`src/rtl/cpu_seq_ctl.sv`:
```
// ---------------------------------------------------------------------------
// cpu_seq_ctl
//   Run-control sequencer for a debug-controlled CPU. It turns single-cycle
//   command pulses from the UART command decoder into a CPU clock enable,
//   a CPU reset and a request to the state printer. It supports free-running,
//   single-instruction step with timeout, single-clock cycle, a state dump,
//   and a timed CPU reset.
//
//   Optional feature: define CPU_SEQ_CTL_CYCCNT_EN to build the 32-bit
//   counter of enabled CPU clocks. Without the macro, cyccnt is tied to zero.
//
// Parameters
//   RSTCYCLES  clocks the CPU reset is held asserted (1..255)
//   STEPTO     step timeout in clocks (1..65535)
//
// Ports
//   clk        in   sole clock, rising edge
//   n_rst      in   asynchronous active-low reset
//   cpuhalt    in   command pulse: halt / abort
//   cpustart   in   command pulse: free run
//   cpustep    in   command pulse: execute one instruction
//   cpucycle   in   command pulse: enable the CPU for one clock
//   cpurst     in   command pulse: reset the CPU
//   cpuprint   in   command pulse: dump CPU state
//   freeze     in   level, program upload in progress
//   retired    in   CPU pulse, one instruction retired
//   printdone  in   state-printer pulse, dump finished
//   cpuen      out  CPU clock enable
//   cpu_n_rst  out  CPU reset, active-low
//   printreq   out  request to the state printer
//   running    out  high only in RUN
//   steperr    out  sticky step-timeout flag
//   seqstate   out  current state encoding
//   cyccnt     out  count of clocks with cpuen=1
// ---------------------------------------------------------------------------
module cpu_seq_ctl #(
  parameter int RSTCYCLES = 4,
  parameter int STEPTO    = 1023
) (
  input  logic        clk,
  input  logic        n_rst,
  input  logic        cpuhalt,
  input  logic        cpustart,
  input  logic        cpustep,
  input  logic        cpucycle,
  input  logic        cpurst,
  input  logic        cpuprint,
  input  logic        freeze,
  input  logic        retired,
  input  logic        printdone,
  output logic        cpuen,
  output logic        cpu_n_rst,
  output logic        printreq,
  output logic        running,
  output logic        steperr,
  output logic [2:0]  seqstate,
  output logic [31:0] cyccnt
);

  typedef enum logic [2:0] {
    HALT  = 3'd0,
    RUN   = 3'd1,
    STEP  = 3'd2,
    CYCLE = 3'd3,
    PRINT = 3'd4,
    RESET = 3'd5
  } state_e;

  localparam logic [7:0]  RstLoad  = 8'(RSTCYCLES);
  localparam logic [15:0] StepLast = 16'(STEPTO - 1);

  state_e      state_q, state_d;
  logic [7:0]  rstcnt_q, rstcnt_d;
  logic [15:0] stepcnt_q, stepcnt_d;
  logic        steperr_q, steperr_d;
  logic        enState;

  // State and counter registers. Reset lands in RESET with a full reset
  // count so the CPU always sees a complete reset pulse after n_rst.
  always_ff @(posedge clk or negedge n_rst) begin
    if (!n_rst) begin
      state_q   <= RESET;
      rstcnt_q  <= RstLoad;
      stepcnt_q <= '0;
      steperr_q <= 1'b0;
    end else begin
      state_q   <= state_d;
      rstcnt_q  <= rstcnt_d;
      stepcnt_q <= stepcnt_d;
      steperr_q <= steperr_d;
    end
  end

  // Next-state logic. cpurst overrides everything, including freeze.
  // While frozen every other command is dropped and all state holds.
  // Within a state the if/else order gives the command priority
  // cpuhalt > cpustart > cpustep > cpucycle > cpuprint.
  always_comb begin
    state_d   = state_q;
    rstcnt_d  = rstcnt_q;
    stepcnt_d = stepcnt_q;
    steperr_d = steperr_q;
    if (cpurst) begin
      state_d   = RESET;
      rstcnt_d  = RstLoad;
      stepcnt_d = '0;
      steperr_d = 1'b0;
    end else if (!freeze) begin
      unique case (state_q)
        RESET: begin
          if (rstcnt_q <= 8'd1) state_d = HALT;
          else                  rstcnt_d = rstcnt_q - 8'd1;
        end
        HALT: begin
          if (cpuhalt)        state_d = HALT;
          else if (cpustart)  state_d = RUN;
          else if (cpustep) begin
            state_d   = STEP;
            stepcnt_d = '0;
          end
          else if (cpucycle)  state_d = CYCLE;
          else if (cpuprint)  state_d = PRINT;
        end
        RUN: begin
          if (cpuhalt) state_d = HALT;
        end
        STEP: begin
          // A retire in the timeout clock wins, so no error is flagged.
          if (cpuhalt || retired) begin
            state_d = HALT;
          end else if (stepcnt_q == StepLast) begin
            state_d   = HALT;
            steperr_d = 1'b1;
          end else begin
            stepcnt_d = stepcnt_q + 16'd1;
          end
        end
        CYCLE: state_d = HALT;
        PRINT: begin
          if (cpuhalt || printdone) state_d = HALT;
        end
        default: state_d = HALT;
      endcase
    end
  end

  // Outputs decode the state register only; freeze is the single
  // combinational path, so an upload stops the CPU immediately.
  assign enState   = (state_q == RUN) || (state_q == STEP) || (state_q == CYCLE);
  assign cpuen     = enState && !freeze;
  assign cpu_n_rst = (state_q != RESET);
  assign printreq  = (state_q == PRINT);
  assign running   = (state_q == RUN);
  assign steperr   = steperr_q;
  assign seqstate  = state_q;

`ifdef CPU_SEQ_CTL_CYCCNT_EN
  logic [31:0] cyccnt_q;

  // Counts CPU clocks that actually ran; wraps naturally at 32 bits.
  always_ff @(posedge clk or negedge n_rst) begin
    if (!n_rst)      cyccnt_q <= '0;
    else if (cpurst) cyccnt_q <= '0;
    else if (cpuen)  cyccnt_q <= cyccnt_q + 32'd1;
  end

  assign cyccnt = cyccnt_q;
`else
  assign cyccnt = 32'h0;
`endif

endmodule

```
`config.mk`:
```
export PLATFORM = sky130hd
export DESIGN_NAME = cpu_seq_ctl
export DESIGN_NICKNAME = d
export VERILOG_FILES = /design/src/rtl/cpu_seq_ctl.sv
export SDC_FILE = /design/constraint.sdc
export NUM_CORES = 1
export LEC_CHECK = 0
export ABC_CLOCK_PERIOD_IN_PS = 1800
export BUFFER_PORTS_ARGS = -buffer_cell sky130_fd_sc_hd__buf_2
export CAP_MARGIN = 20
export CORE_MARGIN = 2
export CORE_UTILIZATION = 48
export CTS_CLUSTER_DIAMETER = 60
export DETAILED_ROUTE_END_ITERATION = 10
export MAX_ROUTING_LAYER = met4
export PLACE_DENSITY = 0.76
export SETUP_SLACK_MARGIN = 0.3
export SKIP_CTS_REPAIR_TIMING = 1
export SYNTH_ARGS = -nofsm -noshare
export SYNTH_HDL_FRONTEND = slang
export SYNTH_SLANG_ARGS = --single-unit
```
`constraint.sdc`:
```
create_clock -name clk -period 1.8 [get_ports clk]
set_input_delay 0.09 -clock clk [delete_from_list [all_inputs] [get_ports clk]]
set_output_delay 0.09 -clock clk [all_outputs]
set_load 0.02 [all_outputs]
```
After elaboration in Yosys (flattened, before gate mapping)
Cells that the tools add are included.
- add/sub/neg operators: 2
- $lt $le $gt $ge: 1
- equality and inequality tests: 20
- mux-type cells: 30
- reduce and logical (&&, ||, !) cells: 15
- operator list (kind ; count):
    16-bit two-way mux ; 7
    3-bit two-way mux ; 12
    8-bit two-way mux ; 4
    16-bit one-hot mux with 2 select lines ; 1
    3-bit inequality test (second input constant) ; 8
    16-bit by 1-bit adder with 16-bit output (second input constant) ; 1
    16-bit by 10-bit == test with 1-bit output (second input constant) ; 1
    3-bit one-hot mux with 5 select lines ; 1
    8-bit by 1-bit less-or-equal comparator with 1-bit output (second input constant) ; 1
    8-bit by 1-bit subtractor with 8-bit output (second input constant) ; 1
    7-bit inequality test (second input constant) ; 1
    7-bit AND reduction ; 1
    3-bit by 2-bit == test with 1-bit output (second input constant) ; 2
    3-bit == test (second input constant) ; 2
    2-bit inequality test (second input constant) ; 3
    6-bit AND reduction ; 1
    2-bit nonzero test ; 3
    1-bit two-way mux ; 5
    1-bit logical OR ; 4
    4-bit inequality test (second input constant) ; 1
    4-bit AND reduction ; 1
    3-bit by 1-bit == test with 1-bit output (second input constant) ; 1
    3-bit logical NOT ; 1
    3-bit by 2-bit inequality test with 1-bit output (second input constant) ; 1
    4 further kinds ; 4
- register bits: 28
- bits of input ports: 11
- output and inout port bits: 40
- word-level logic and storage cells: 72

Logic depth before layout (Yosys ltp)
Gate-level depths: netlist (run 1).
- depth in word-level cells: 8
- mapped depth: 9
- depth with buffers taken out: 7

Worst setup path before layout (run 1)
No wires, ideal clock.
- kind: register to register
- start: register state_q[2] (netlist: seqstate[2])
- end: register rstcnt_q[6]
- setup time: 0.132 ns
- arrival time: 1.882 ns
- path slack: -0.214 ns
- cell stages (with the launch flop): 7
- path buffers: 1
- period minus slack after synthesis: 2.014 ns
- path through: dfstp_2 -> buf_2 -> nand3b_1 -> a311oi_4 -> nand4_1 -> xor2_1 -> nor2_1
- longest elaborated chain between the ends: 3
- RTL lines (element ; RTL line ; text):
    start, declared ; 72 ; state_e state_q, state_d;
    start signal, assigned ; 87 ; state_q <= state_d;
    3-bit == test ; 109 ; unique case (state_q)
    2-bit nonzero test (no source line) ; - ;
    3-bit AND reduction (no source line) ; - ;
    end signal, assigned ; 83 ; rstcnt_q <= RstLoad;
    end signal, assigned ; 88 ; rstcnt_q <= rstcnt_d;
    end, declared ; 73 ; logic [7:0] rstcnt_q, rstcnt_d;
No other way between the ends.
A chain may end at the register's enable or synchronous reset.

Final worst setup path (run 1)
- start: register stepcnt_q[1]
- end: register stepcnt_q[4]
- longest elaborated chain between the ends: 6
- RTL lines (element ; RTL line ; text):
    start, declared ; 74 ; logic [15:0] stepcnt_q, stepcnt_d;
    start signal, assigned ; 89 ; stepcnt_q <= stepcnt_d;
    16-bit by 1-bit adder with 16-bit output ; 135 ; stepcnt_d = stepcnt_q + 16'd1;
    16-bit two-way mux ; 131 ; end else if (stepcnt_q == StepLast) begin
    16-bit two-way mux ; 129 ; if (cpuhalt || retired) begin
    16-bit one-hot mux with 2 select lines ; 109 ;
    16-bit two-way mux ; 108 ; end else if (!freeze) begin
    16-bit two-way mux ; 103 ; if (cpurst) begin
Parallel ways exist; a longest one is shown, timed or not. The select of a mux whose other input is x is not followed.

==> flow_metrics.env, run 1 <==
export IMPL_fillerInstances=309
export IMPL_ys_seq_elements=28
export IMPL_antennaDiodeCount=0
export IMPL_r2r_cells=7
export IMPL_r2r_slack_ns=-0.07
export IMPL_fmax_mhz=536
export IMPL_powerDensity_mw_per_mm2=933
export IMPL_relSlewSlack_pct=56.3
export IMPL_async_flop_share_pct=100
export IMPL_globalplace_congestion=0.894
export IMPL_antenna_found_initial=0
export IMPL_path_clk_slew_ns=0.10
export IMPL_grt_pass1_wl_um=7710
export IMPL_cts_tree="yes"
export IMPL_holdCritStartpoint="cpurst"
export IMPL_crit_path_start="stepcnt_q[1]$_DFFE_PN0P_"
export IMPL_fin_ws_ns=-0.0653
export IMPL_grt_usage_pct=19.6
export IMPL_io_buffers=18
export IMPL_ys_warnings_count=0
export IMPL_antenna_left=0
export IMPL_ys_seq_area_share_pct=33.8
export IMPL_syn_instance_count=229
export IMPL_netlist_area_mm2=0.00209
export IMPL_clock_sinks=28
export IMPL_globalRouteOverflowTotal=0
export IMPL_dr_pass1_iters=4
export IMPL_cp_start_kind="flop"
export IMPL_drv_slew=0
export IMPL_endpoint_kind="flop"
export IMPL_crit_type="flop to flop"
export IMPL_root_buffer="clkbuf_8"
export IMPL_synth_ff_type="dfrtp_1"
export IMPL_worstSkewPairLatency_ns=0.28
export IMPL_core_area_mm2=0.00409
export IMPL_hold_viol_final=0
export IMPL_num_rows=23
export IMPL_critPathArrivalTime_ns=2.06
export IMPL_die_w_um=69.9
export IMPL_avgSynthCellArea_um2=9.11
export IMPL_setup_viol=14
export IMPL_hold_ws_ns=0.198
export IMPL_die_area_mm2=0.00489
export IMPL_outcome="complete, but fails checks"
export IMPL_rsz0062_at_grt="true"
export IMPL_fin_crit_ns=1.87
export IMPL_first_iter_violations=215
export IMPL_hold_class="input port to flop"
export IMPL_setup_tns_ns=-0.455
export IMPL_drive_gt1_share_pct=41.4
export IMPL_h_tree_depth=1
export IMPL_clockBufferDepth=2
export IMPL_grt_max_degree=29
export IMPL_fin_crit_sh_pct=104
export IMPL_vias=1919
export IMPL_drc=0
export IMPL_grt_pass1_vias=1682
export IMPL_drv_cap=0
export IMPL_vias_per_cell=5.64
export IMPL_worstPathRequired_ns=2.00
export IMPL_hold_depth=2
export IMPL_crit_path_max_fanout=5
export IMPL_power_mw=2.53
export IMPL_violations="setup timing"
export IMPL_wl_per_cell_um=15.5
export IMPL_finalClockSkew_ns=0.00817
export IMPL_synth_cell_types=50
export IMPL_tightest_slew_ns=0.656
export IMPL_reg2reg_from="stepcnt_q[1]$_DFFE_PN0P_"
export IMPL_p_leak_nw=1.20
export IMPL_hpwl_um=3300
export IMPL_start_util_pct=51.0
export IMPL_totalWireLength_um=5280
export IMPL_area_growth_pct=29.9
export IMPL_cts_inserted_buffers=3
export IMPL_fin_nets=306
export IMPL_ios=51
export IMPL_die_y_um=69.9
export IMPL_vdd_drop_max_mv=0.799
export IMPL_synth_edff_count=0
## path summary, 6_finish.rpt
kind | endpoint
worst max-delay path | stepcnt_q[4]$_DFFE_PN0P_
worst min-delay path | steperr$_DFFE_PN0P_
worst max register to register | stepcnt_q[4]$_DFFE_PN0P_
worst min register to register | steperr$_DFFE_PN0P_
max in group asynchronous | seqstate[1]$_DFFE_PN0P_
min in group asynchronous | stepcnt_q[2]$_DFFE_PN0P_
## registers in the layout (all words and copies together) (netlist names)
signal,flops
rstcnt_q,8
seqstate,3
stepcnt_q,16
steperr,1
## area by class of cell
class | instances | area [µm²] | share of cell area, %
Timing Repair Buffer | 64 | 464 | 17.1
Inverter | 11 | 41.3 | 1.52
Clock buffer | 4 | 45.0 | 1.66
Tap cell | 50 | 62.6 | 2.31
Multi-Input combinational cell | 183 | 1390 | 51.3
Sequential cell | 28 | 706 | 26.0
## routing by layer
metal  vias up  part of all wire (%)  track usage, %
li1        910                     -               -
met1       906                    41            26.0
met2        93                    51            31.7
met3        10                   6.7            2.16
met4         0                   1.8            5.56
met5         -                     0               -
## stage by stage
| stage | area [µm²] | util, % | setup slack [ns] | std cells |
|---|---|---|---|---|
| 3_5_place_dp | 2370 | 57.9 | -0.0833 | 326 |
| 5_1_grt | 2710 | 66.3 | -0.145 | 340 |
| 6_report | 2710 | 66.3 | -0.0653 | 340 |
| 4_1_cts | 2410 | 59.0 | -0.111 | 330 |
| 2_1_floorplan | 2250 | - | -0.0992 | 260 |
| 3_3_place_gp | 2370 | 57.9 | -0.00998 | 326 |
## layout by cell type, fill, tap and decap left out, types with 7 or more instances in the layout
cell type   n
buf_6       7
conb_1     32
buf_4      38
nand3_1     7
inv_1      10
buf_2      18
o31ai_1     9
nor2_1     20
dfrtp_1    24
a21oi_1     7
## power by group
part           internal, mW  total, mW  leakage, nW  switching, mW
Clock                 0.159      0.360       0.0228          0.201
Combinational         0.601       1.30        0.800          0.696
Sequential            0.741      0.872        0.377          0.131
Total                  1.50       2.53         1.20           1.03
## synthesized netlist by cell type, drive strengths merged, types with 5 or more instances
| master | count | area (µm²) |
|---|---|---|
| buf | 38 | 304 |
| or4 | 11 | 82.6 |
| nand3 | 8 | 40.0 |
| dfrtp | 25 | 626 |
| a21oi | 13 | 65.1 |
| nor3 | 8 | 61.3 |
| nand2 | 6 | 22.5 |
| and3 | 8 | 50.1 |
| o31ai | 13 | 97.6 |
| xor2 | 5 | 43.8 |
| o21ai | 10 | 50.0 |
| nor2 | 21 | 78.8 |
| inv | 11 | 41.3 |
## critical path, stage by stage (launching register included)
cell	delay [ns]
dfrtp_1	0.44
ha_1	0.20
and4b_1	0.17
nand4_1	0.16
buf_4	0.18
nor2_4	0.05
or3_4	0.40
o31ai_2	0.19
## cells by family (layout without fill, tap and decap cells)
family / after synthesis / after routing / synth area share [%]
and+or+nand+nor: 85 / 85 / 25.9
AOI/OAI and AO/OA: 54 / 56 / 18.3
buffers and inverters: 51 / 79 / 16.9
DFF: 28 / 28 / 33.8
xor gates and xnor gates: 6 / 6 / 2.52
adders and majority gates: 4 / 4 / 2.40
other: 1 / 32 / 0.180
Note: power is estimated with default switching activity, not from simulation.
==> inputs of run 2 (changes only) <==
Settings changed: ABC_CLOCK_PERIOD_IN_PS 1800 to default, SKIP_LAST_GASP from default to 1.
==> run 2 against run 1 <==
Effect of this change:
- combinational power decreased by 4%
- cell area fell by 0.60%
- setup slack worse by 0.016 ns
- clock power hardly changed
- sequential cell count unchanged
- highest routed layer unchanged
- critical path depth is the same
- core utilization is 0.40 points lower
- via count fell by 0.52%
- non-clock buffer count unchanged
- the run still ends with setup timing left
- largest power group unchanged
- wire length decreased by 2.4%
==> flow_metrics.env, run 2 (synthesis results as in run 1) <==
export IMPL_outcome="complete, but fails checks"
export IMPL_violations="setup timing"
export IMPL_rsz0062_at_grt="true"
export IMPL_die_y_um=69.9
export IMPL_tightest_slew_ns=0.650
export IMPL_area_growth_pct=29.2
export IMPL_vias=1909
export IMPL_wl_per_cell_um=15.2
export IMPL_fin_nets=306
export IMPL_hold_viol_final=0
export IMPL_final_cell_mix="buf_4 (38), conb_1 (32), dfrtp_1 (24)"
export IMPL_powerDensity_mw_per_mm2=921
export IMPL_crit_path_max_fanout=5
export IMPL_root_buffer="clkbuf_8"
export IMPL_instances_no_fill=340
export IMPL_power_mw=2.48
export IMPL_cts_inserted_buffers=3
export IMPL_fin_crit_ns=1.88
export IMPL_grt_pass1_vias=1682
export IMPL_cp_start_kind="flop"
export IMPL_regMostFlops="stepcnt_q"
export IMPL_hold_ws_ns=0.198
export IMPL_num_rows=23
export IMPL_relSlewSlack_pct=56.7
export IMPL_clock_sinks=28
export IMPL_core_area_mm2=0.00409
export IMPL_drv_slew=0
export IMPL_grt_usage_pct=19.6
export IMPL_largest_register_ffs=16
export IMPL_ios=51
export IMPL_finalClockSkew_ns=0.0101
export IMPL_globalplace_congestion=0.894
export IMPL_crit_type="flop to flop"
export IMPL_place_area_mm2=0.00237
export IMPL_antenna_left=0
export IMPL_clockBufferDepth=2
export IMPL_io_buffers=18
export IMPL_final_common_cell="buf_4"
export IMPL_fmax_mhz=531
export IMPL_vias_per_cell=5.61
export IMPL_die_w_um=69.9
export IMPL_setup_viol=13
export IMPL_endpoint_kind="flop"
export IMPL_worstSkewPairLatency_ns=0.28
export IMPL_antennaDiodeCount=0
export IMPL_critical_path_cell_chain="ha_1 > and4b_1 > nand4_1 > buf_4 > nor2_4 > or3_4 > o31ai_2"
export IMPL_drc=0
export IMPL_h_tree_depth=1
export IMPL_drv_cap=0
export IMPL_dp_cells=326
export IMPL_grt_pass1_wl_um=7710
export IMPL_crit_path_max_incr_delay_ns=0.44
export IMPL_vdd_drop_max_mv=0.726
export IMPL_place_ws_ns=-0.0833
export IMPL_grt_max_degree=29
export IMPL_cp_slowest_cell="dfrtp_1"
export IMPL_fin_util_pct=65.9
export IMPL_hold_class="input port to flop"
export IMPL_fin_crit_sh_pct=105
export IMPL_setup_tns_ns=-0.530
export IMPL_fin_area_mm2=0.00269
export IMPL_antenna_found_initial=0
export IMPL_cts_tree="yes"
export IMPL_path_clk_slew_ns=0.10
export IMPL_dr_pass1_iters=4
export IMPL_die_area_mm2=0.00489
export IMPL_fin_ws_ns=-0.0817
export IMPL_fillerInstances=312
export IMPL_totalWireLength_um=5160
export IMPL_globalRouteOverflowTotal=0
export IMPL_critPathArrivalTime_ns=2.08
export IMPL_p_leak_nw=1.19
export IMPL_first_iter_violations=218
export IMPL_worstPathRequired_ns=2.00
export IMPL_hpwl_um=3300
export IMPL_start_util_pct=51.0
export IMPL_drive_gt1_share_pct=40.3
[run 2: cell counts in the layout (fill, tap and decap cells not counted)]
No cell type changed its count.
[run 2: final cells by class]
type	instances	area [µm²]	area share, %
Sequential cell	28	706	26.2
Inverter	11	41.3	1.53
Timing Repair Buffer	64	464	17.2
Tap cell	50	62.6	2.32
Clock buffer	4	45.0	1.67
Multi-Input combinational cell	183	1380	51.0
[run 2: report_power, final]
| group | internal [mW] | switching, mW | leakage [nW] |
|---|---|---|---|
| Clock | 0.159 | 0.200 | 0.0228 |
| Sequential | 0.741 | 0.131 | 0.377 |
| Combinational | 0.572 | 0.679 | 0.794 |
[run 2: final timing paths]
check	start	to	slack, ns	cells past startpoint
max in group asynchronous	n_rst	seqstate[1]$_DFFE_PN0P_	0.97	2
max reg2reg	stepcnt_q[1]$_DFFE_PN0P_	stepcnt_q[4]$_DFFE_PN0P_	-0.08	7
min reg2reg	steperr$_DFFE_PN0P_	steperr$_DFFE_PN0P_	0.52	2
max	stepcnt_q[1]$_DFFE_PN0P_	stepcnt_q[4]$_DFFE_PN0P_	-0.08	7
min in group asynchronous	n_rst	stepcnt_q[2]$_DFFE_PN0P_	0.36	2
min	cpurst	steperr$_DFFE_PN0P_	0.20	2
[run 2: per-layer routing]
layer	part of all wire, %	track usage, %	wire, µm
met5	0	-	0
met4	1.2	5.56	64
met3	5.4	2.16	276
met2	50	31.7	2590
met1	43	26.0	2230
[run 2: worst max-delay path, delay by kind of cell (launching register included)]
kind | cells | cell delay [ns]
AO/OA/AOI/OAI | 1 | 0.19
buffers and inverters | 1 | 0.18
adder cells (fa/ha/maj) | 1 | 0.20
AND/OR/NAND/NOR | 4 | 0.79
flip-flops | 1 | 0.44
==> inputs of run 3 (changes only) <==
Settings changed: ABC_AREA from default to 1, CORE_UTILIZATION 48 to 50, PLACE_DENSITY 0.76 to 0.77.
==> run 3 against run 2 <==
Effect of this change:
- the run now ends clean
- register-to-register slack better by 0.35 ns
- cell count up 37%
- die area is 9.7% higher
- synthesized area increased by 15%
- worst hold slack better by 0.022 ns
- cell area increased by 16%
- clock power up 15%
- count of clock-buffer cells in the layout unchanged
- clock skew down 0.0077 ns
- critical path type is now flop to output port
- highest routed layer unchanged
==> flow_metrics.env, run 3 <==
export IMPL_outcome="finished clean"
export IMPL_cts_inserted_buffers=3
export IMPL_relSlewSlack_pct=57.5
export IMPL_synthTopCellsByArea="dfrtp_1 (26%), nand2_1 (14%), buf_4 (10%)"
export IMPL_start_util_pct=51.4
export IMPL_grt_usage_pct=21.7
export IMPL_clock_sinks=28
export IMPL_synthTopCellsByCount="nand2_1 (91), nor2_1 (43), inv_1 (36)"
export IMPL_hold_viol_final=0
export IMPL_grt_pass1_vias=2078
export IMPL_final_cell_mix="nand2_1 (69), buf_4 (38), nor2_1 (35)"
export IMPL_antennaDiodeCount=0
export IMPL_antenna_left=0
export IMPL_totalWireLength_um=6350
export IMPL_netlist_area_mm2=0.00240
export IMPL_synth_cell_types=30
export IMPL_ys_seq_elements=28
export IMPL_tightest_slew_ns=0.637
export IMPL_globalRouteOverflowTotal=0
export IMPL_fmax_mhz=641
export IMPL_fin_nets=429
export IMPL_ys_warnings_count=0
export IMPL_ys_seq_area_share_pct=29.4
export IMPL_largest_register_ffs=16
export IMPL_drv_slew=0
export IMPL_place_ws_ns=0.111
export IMPL_rsz0062_at_grt="true"
export IMPL_fin_crit_ns=1.56
export IMPL_regMostFlops="stepcnt_q"
export IMPL_finalClockSkew_ns=0.00245
export IMPL_setup_viol=0
export IMPL_worstSkewPairLatency_ns=0.28
export IMPL_hpwl_um=3800
export IMPL_vdd_drop_max_mv=0.555
export IMPL_grt_pass1_wl_um=9110
export IMPL_power_mw=1.88
export IMPL_hold_class="input port to flop"
export IMPL_path_clk_slew_ns=0.10
export IMPL_drv_cap=0
export IMPL_yosysMostFrequentCell="nand2_1"
export IMPL_final_common_cell="nand2_1"
export IMPL_die_y_um=73.2
export IMPL_cp_slowest_cell="dfstp_2"
export IMPL_fin_ws_ns=0.241
export IMPL_fin_util_pct=67.1
export IMPL_p_leak_nw=1.55
export IMPL_root_buffer="clkbuf_8"
export IMPL_synth_ff_type="dfrtp_1"
export IMPL_first_iter_violations=186
export IMPL_crit_type="flop to output port"
export IMPL_dr_pass1_iters=5
export IMPL_num_rows=25
export IMPL_clockBufferDepth=2
export IMPL_io_buffers=18
export IMPL_crit_path_max_fanout=7
export IMPL_area_growth_pct=30.4
export IMPL_drc=0
export IMPL_async_flop_share_pct=100
export IMPL_cts_tree="yes"
export IMPL_worstPathRequired_ns=1.71
export IMPL_antenna_found_initial=0
export IMPL_endpoint_kind="output port"
export IMPL_crit_family="flip-flops"
export IMPL_wl_per_cell_um=13.6
export IMPL_fin_crit_sh_pct=86.6
export IMPL_grt_max_degree=29
export IMPL_netlist_area_leader_share_pct=26.1
export IMPL_crit_path_max_incr_delay_ns=0.62
export IMPL_die_area_mm2=0.00536
export IMPL_die_w_um=73.2
export IMPL_setup_tns_ns=0
export IMPL_synth_edff_count=0
export IMPL_cp_start_kind="flop"
export IMPL_vias=2489
export IMPL_h_tree_depth=1
export IMPL_synth_top_area_cell="dfrtp_1"
export IMPL_critical_path_cell_chain="inv_2 > nor3_4 > buf_6 > inv_2 > buf_6"
export IMPL_vias_per_cell=5.33
export IMPL_ios=51
export IMPL_critPathArrivalTime_ns=1.47
export IMPL_drive_gt1_share_pct=38.3
export IMPL_syn_instance_count=352
export IMPL_globalplace_congestion=0.953
export IMPL_powerDensity_mw_per_mm2=600
export IMPL_core_area_mm2=0.00466
export IMPL_avgSynthCellArea_um2=6.81
export IMPL_crit_buf_inv=4
run 3: changes by cell type in the layout (fill, tap and decap cells not counted), moves of 9 or more:
cell and change:
inv_1 +21, nand4_1 +21, o21ai_2 +12, nand3_1 +16, nand2_1 +63, o31ai_1 -9, nor2_1 +15, nand2_2 +18
run 3: path summary, 6_finish.rpt:
check | from | endpoint | slack (ns) | cells after the start
max reg2reg | stepcnt_q[0]$_DFFE_PN0P_ | stepcnt_q[14]$_DFFE_PN0P_ | 0.27 | 11
min reg2reg | steperr$_DFFE_PN0P_ | steperr$_DFFE_PN0P_ | 0.52 | 1
min in group asynchronous | n_rst | stepcnt_q[7]$_DFFE_PN0P_ | 0.36 | 2
min | cpurst | rstcnt_q[1]$_DFFE_PN0P_ | 0.22 | 2
max | seqstate[0]$_DFFE_PN1P_ | cpu_n_rst | 0.24 | 5
max in group asynchronous | n_rst | stepcnt_q[0]$_DFFE_PN0P_ | 0.99 | 2
run 3: cell type report:
type	count	area [µm²]
clock buffers	4	55.1
repair buffers	66	553
multi-input cells	272	1570
well taps	54	67.6
inverters	43	169
flip-flops and latches	28	716
fillers	390	1530
run 3: power breakdown:
| part | internal, mW | switching, mW | total, mW |
|---|---|---|---|
| Clock | 0.196 | 0.217 | 0.414 |
| Sequential | 0.673 | 0.0464 | 0.719 |
| Combinational | 0.291 | 0.452 | 0.743 |
run 3: kinds of logic after synthesis:
| group | share of synthesized area [%] |
|---|---|
| and+or+nand+nor | 37.7 |
| buffers and inverters | 19.8 |
| AOI/OAI and AO/OA | 9.71 |
| DFF | 29.4 |
| adders and majority gates | 2.09 |
| xor gates and xnor gates | 1.10 |
| other | 0.156 |
run 3: per-layer routing:
| metal | GRT usage [%] | up-vias | wire (µm) |
|---|---|---|---|
| li1 | - | 1192 | - |
| met1 | 27.5 | 1164 | 2550 |
| met2 | 37.0 | 121 | 3320 |
| met3 | 3.04 | 12 | 405 |
| met4 | 4.32 | 0 | 74 |
| met5 | - | - | 0 |
run 3: metrics by stage:
step                instance area (µm²)  cells  hold slack [ns]
finish                             3130    467            0.220
CTS                                2490    426           -0.149
global placement                   2430    422            0.149
floorplan                          2530    383           -0.206
global route                       3130    467            0.227
detailed placement                 2430    422            0.161
